**src/rtl/system_ecc_stream_decoder.sv**
```systemverilog
// Two-stage valid/ready SECDED decoder for the 13-bit system ECC codeword.
// Corrects single-bit errors, flags double-bit errors, and keeps saturating error statistics.
module system_ecc_stream_decoder #(
    parameter int DATA_WIDTH  = 8,
    parameter int COUNT_WIDTH = 16
) (
    input  logic                   clk,
    input  logic                   rst_n,
    input  logic                   in_valid,
    output logic                   in_ready,
    input  logic [DATA_WIDTH+4:0]  codeword_in,
    output logic                   out_valid,
    input  logic                   out_ready,
    output logic [DATA_WIDTH-1:0]  data_out,
    output logic [1:0]             status_out,
    output logic [3:0]             syndrome_out,
    output logic [COUNT_WIDTH-1:0] corr_count,
    output logic [COUNT_WIDTH-1:0] uncorr_count,
    output logic                   uncorr_sticky,
    input  logic                   clear_stats
);
    localparam logic [1:0] ST_CLEAN  = 2'b00;
    localparam logic [1:0] ST_CORR   = 2'b01;
    localparam logic [1:0] ST_UNCORR = 2'b10;
    localparam logic [COUNT_WIDTH-1:0] CNT_MAX = '1;

    logic        advance;
    logic [3:0]  syn_in;
    logic        perr_in;

    logic        s1_valid;
    logic [11:0] s1_cw;
    logic [3:0]  s1_syn;
    logic        s1_perr;

    logic [11:0] cw_fix;
    logic [1:0]  status_nxt;
    logic [7:0]  data_nxt;
    logic        out_fire;

    assign advance  = !out_valid || out_ready;
    assign in_ready = advance;
    assign out_fire = out_valid && out_ready;

    always_comb begin
        syn_in[0] = codeword_in[0] ^ codeword_in[2] ^ codeword_in[4] ^ codeword_in[6]
                  ^ codeword_in[8] ^ codeword_in[10];
        syn_in[1] = codeword_in[1] ^ codeword_in[2] ^ codeword_in[5] ^ codeword_in[6]
                  ^ codeword_in[9] ^ codeword_in[10];
        syn_in[2] = codeword_in[3] ^ codeword_in[4] ^ codeword_in[5] ^ codeword_in[6]
                  ^ codeword_in[11];
        syn_in[3] = codeword_in[7] ^ codeword_in[8] ^ codeword_in[9] ^ codeword_in[10]
                  ^ codeword_in[11];
        perr_in   = ^codeword_in;
    end

    always_ff @(posedge clk or negedge rst_n) begin
        if (!rst_n) begin
            s1_valid <= 1'b0;
            s1_cw    <= '0;
            s1_syn   <= '0;
            s1_perr  <= 1'b0;
        end else if (advance) begin
            s1_valid <= in_valid && in_ready;
            if (in_valid) begin
                s1_cw   <= codeword_in[11:0];
                s1_syn  <= syn_in;
                s1_perr <= perr_in;
            end
        end
    end

    // Syndrome 1..12 with odd overall parity points at cw bit (syndrome-1);
    // syndrome 0 with odd parity means only the parity bit itself flipped.
    always_comb begin
        cw_fix     = s1_cw;
        status_nxt = ST_CLEAN;
        if (s1_syn == 4'd0) begin
            status_nxt = s1_perr ? ST_CORR : ST_CLEAN;
        end else if (s1_perr && (s1_syn <= 4'd12)) begin
            status_nxt = ST_CORR;
            for (int i = 0; i < 12; i++) begin
                if (s1_syn == 4'(i + 1)) cw_fix[i] = ~s1_cw[i];
            end
        end else begin
            status_nxt = ST_UNCORR;
        end
        data_nxt = {cw_fix[11], cw_fix[10], cw_fix[9], cw_fix[8],
                    cw_fix[6], cw_fix[5], cw_fix[4], cw_fix[2]};
    end

    always_ff @(posedge clk or negedge rst_n) begin
        if (!rst_n) begin
            out_valid    <= 1'b0;
            data_out     <= '0;
            status_out   <= ST_CLEAN;
            syndrome_out <= '0;
        end else if (advance) begin
            out_valid <= s1_valid;
            if (s1_valid) begin
                data_out     <= data_nxt;
                status_out   <= status_nxt;
                syndrome_out <= s1_syn;
            end
        end
    end

    // Statistics count only accepted words so a stalled word is never counted twice.
    always_ff @(posedge clk or negedge rst_n) begin
        if (!rst_n) begin
            corr_count    <= '0;
            uncorr_count  <= '0;
            uncorr_sticky <= 1'b0;
        end else if (clear_stats) begin
            corr_count    <= '0;
            uncorr_count  <= '0;
            uncorr_sticky <= 1'b0;
        end else if (out_fire) begin
            if (status_out == ST_CORR && corr_count != CNT_MAX)
                corr_count <= corr_count + COUNT_WIDTH'(1);
            if (status_out == ST_UNCORR) begin
                uncorr_sticky <= 1'b1;
                if (uncorr_count != CNT_MAX)
                    uncorr_count <= uncorr_count + COUNT_WIDTH'(1);
            end
        end
    end
endmodule

```
**config.mk**
```make
export PLATFORM = sky130hd
export DESIGN_NAME = system_ecc_stream_decoder
export DESIGN_NICKNAME = d
export VERILOG_FILES = /design/src/rtl/system_ecc_stream_decoder.sv
export SDC_FILE = /design/constraint.sdc
export NUM_CORES = 1
export LEC_CHECK = 0
export ABC_AREA = 1
export CORE_MARGIN = 5
export CORE_UTILIZATION = 25
export DETAILED_ROUTE_END_ITERATION = 10
export GPL_ROUTABILITY_DRIVEN = 1
export GPL_TIMING_DRIVEN = 0
export PLACE_DENSITY = 0.45
export SKIP_LAST_GASP = 1
export SLEW_MARGIN = 5
export SYNTH_ARGS = -nofsm -noshare
export SYNTH_HDL_FRONTEND = slang
export SYNTH_SLANG_ARGS = --single-unit
```
**constraint.sdc**
```tcl
create_clock -name clk -period 1.75 [get_ports clk]
set_input_delay 0.35 -clock clk [delete_from_list [all_inputs] [get_ports clk]]
set_output_delay 0.35 -clock clk [all_outputs]
set_load 0.005 [all_outputs]
```
==> results.py <==
metrics = {
    "placement": {
        "dp.final_hpwl_mm": 7.90,
        "pre_cts_slack_ns": -0.390,
        "place_area_mm2": 0.00465,
        "port_buffers": 66,
        "dp_cells": 772,
        "gp_congestion": 0.853,
    },
    "worst_setup_path": {
        "critPathMaxFanout": 2,
        "crit_arrival_ns": 1.35,
        "crit_path_max_incr_delay_ns": 0.50,
        "cp-end-kind": "primary output",
        "cp.required_ns": 1.40,
        "start_kind": "register",
        "r2r_end": "corr_count[7]$_DFFE_PN0P_",
        "path_class": "reg2out",
        "r2r_start": "corr_count[0]$_DFFE_PN0P_",
        "worst_r2r_path_depth": 10,
        "cpMaxStageDelayCell": "clkdlybuf4s50_1",
        "crit_chain": "buf_4, clkdlybuf4s50_1",
        "regToRegSetupSlack_ns": 0.14,
    },
    "logic_synthesis": {
        "ys_ff_latch": 62,
        "syn_area_per_cell_um2": 7.20,
        "synth_top_area_share_pct": 41.3,
        "synthTopCellsByCount": "nand2_1 (189), dfrtp_1 (62), inv_1 (50)",
        "synth_edf_count": 0,
        "synth_area_mm2": 0.00376,
        "yosysUniqueCellTypes": 30,
        "seq_area_frac_synth_pct": 41.3,
        "ys_warn_count": 0,
        "synth.largest_area_cell": "dfrtp_1",
        "netlist_instances": 522,
        "synthArstFlopShare_pct": 100,
        "synth.most_common_cell": "nand2_1",
        "synth_nets": 542,
        "synth_top_cells_by_area": "dfrtp_1 (41%), nand2_1 (19%), nand3_1 (5.9%)",
        "ys.flop_type": "dfrtp_1",
    },
    "cells_and_area": {
        "fin_cells": 796,
        "post-route-util_pct": 35.1,
        "nNetsFinal": 627,
        "drive_gt1_share_pct": 11.1,
        "n_antenna_cell": 0,
        "area_growth_pct": 36.8,
        "final_area_mm2": 0.00514,
    },
    "timing": {
        "timing.fmax_ghz": 0.590,
        "report.final.slew_viol_count": 0,
        "tns_ns": 0,
        "setup-violations-final": 0,
        "skew_ns": 0.00473,
        "relSlewSlack_pct": 46.6,
        "fin_ws_ns": 0.0537,
        "period_share_pct": 96.9,
        "hold_violations": 0,
        "worstMarginPinSlew_ns": 0.801,
        "period_minus_slack_ns": 1.70,
        "grt_setup_unrepaired": "false",
    },
    "grt": {
        "grt_use_total_pct": 12.4,
        "grt_pass1_wl_mm": 18.0,
        "grt_overflow": 0,
        "grt_antenna_before_repair": 0,
        "first_global_vias": 3599,
        "grt_max_degree": 63,
    },
    "cts": {
        "hold_buffers": 0,
        "numCtsBuffers": 9,
        "root_buffer": "clkbuf_16",
        "clk_latency_ns": 0.33,
        "clkSlewWorstSetupHoldPaths_ns": 0.05,
        "cts_tree": "built",
        "htreeDepth": 3,
        "cts_buffer_depth": 2,
        "clkSinkCount": 62,
    },
    "outcome": {
        "outcome": "finished, final reports clean",
    },
    "pwr": {
        "ir_drop_v": 0.000434,
        "p_leak_nw": 2.25,
        "power_density_mw_per_mm2": 1000,
    },
    "detailed_routing": {
        "num_vias": 3568,
        "dr.first_iter.drc_count": 330,
        "drc": 0,
        "firstDrtPassIters": 5,
        "wl_per_cell_um": 13.1,
        "drtAntennaViolNets": 0,
        "viasPerCell": 4.48,
        "wl_mm": 10.5,
    },
    "floorplan": {
        "die_h_um": 133,
        "fp.coreArea_mm2": 0.0146,
        "num_rows": 44,
        "die-area_mm2": 0.0176,
        "fp.dieW_um": 133,
        "io_pins": 67,
        "initial_utilization_pct": 25.7,
    },
    "min_path": {
        "hold_class": "in2async",
    },
    "job": {
        "drv_cap": 0,
    },
}
[power breakdown]
part           switching [mW]  leakage [nW]  internal (mW)
Clock                   0.662         0.166           1.43
Sequential              0.186         0.796           1.65
Combinational           0.601          1.29          0.609
Total                    1.45          2.25           3.69
[through the flow]
step,power (mW),hold slack [ns]
after CTS,5.17,0.149
after detailed placement,2.97,0.467
after floorplan,2.36,0.0544
after global routing,5.45,0.193
final,5.14,0.118
after global placement,2.96,0.452
[cell families (layout without fill, tap and decap cells)]
group | count (synthesis) | count (layout) | share of synthesized area, %
flip-flops | 62 | 62 | 41.3
adder cells (fa/ha/maj) | 2 | 2 | 0.666
XOR/XNOR | 31 | 31 | 7.22
AO/OA/AOI/OAI | 54 | 54 | 8.36
buffers and inverters | 64 | 154 | 7.59
AND/OR/NAND/NOR | 309 | 309 | 34.9
[final cells by class]
cell class | instances | area (um2)
fill | 1563 | 9500
multi-input combinational | 396 | 1990
sequential | 62 | 1570
timing repair buffer | 74 | 717
clock buffer | 11 | 243
tap | 184 | 230
inverter | 53 | 208
clock inverter | 5 | 106
buffer | 11 | 81.3
[cell usage in the layout (no fill, tap or decap), types with 3 or more instances in the layout]
master / n
clkdlybuf4s50_1: 64
xnor2_1: 7
nand3_1: 43
o21ai_2: 8
o21ai_1: 3
inv_1: 50
nor3_1: 7
o21bai_1: 3
dfrtp_2: 12
nor2_1: 43
clkbuf_16: 9
buf_4: 11
o21ai_0: 36
nand4_1: 11
nand2_1: 189
dfrtp_1: 50
xor2_1: 24
bufinv_16: 3
clkbuf_1: 8
[metal layers]
metal	global-route usage, %	wire length, um	part of all wire [%]
met5	0	0	0
met2	21.2	5040	48
met3	2.92	494	4.7
met4	3.41	142	1.4
met1	15.8	4790	46
[sequential cells by signal, indices dropped and copies added, names as in the netlist]
name and cells:
s1_syn 4, uncorr_sticky 1, uncorr_count 16, status_out 2
corr_count 16, s1_valid 1, out_valid 1, syndrome_out 4
s1_cw 8, s1_perr 1, data_out 8
[critical path: cells and delay by family, from the launching register on]
| family | cells | cell delay (ns) |
|---|---|---|
| buffers and inverters | 2 | 0.64 |
| flip-flops | 1 | 0.38 |
[worst max path at each step]
stage                                 startpoint                            to  cells after the start
global placement                           rst_n          s1_cw[8]$_DFFE_PN0P_                      1
detailed placement                     out_ready     corr_count[9]$_DFFE_PN0P_                      9
global route        uncorr_count[11]$_DFFE_PN0P_  uncorr_count[13]$_DFFE_PN0P_                      7
floorplan              corr_count[0]$_DFFE_PN0P_    corr_count[10]$_DFFE_PN0P_                     10
finish               uncorr_count[1]$_DFFE_PN0P_               uncorr_count[1]                      2
CTS                  uncorr_count[0]$_DFFE_PN0P_  uncorr_count[12]$_DFFE_PN0P_                      8
[timing repair]
| action | 4_1_cts | 5_1_grt |
|---|---|---|
| pin swaps | 2 | 4 |
| resized for setup | 11 | 15 |
| setup endpoints to repair | 34 | 35 |
| setup buffers | 4 | 4 |
| cloned | 0 | 0 |
Power figures use the tool's default switching activity.
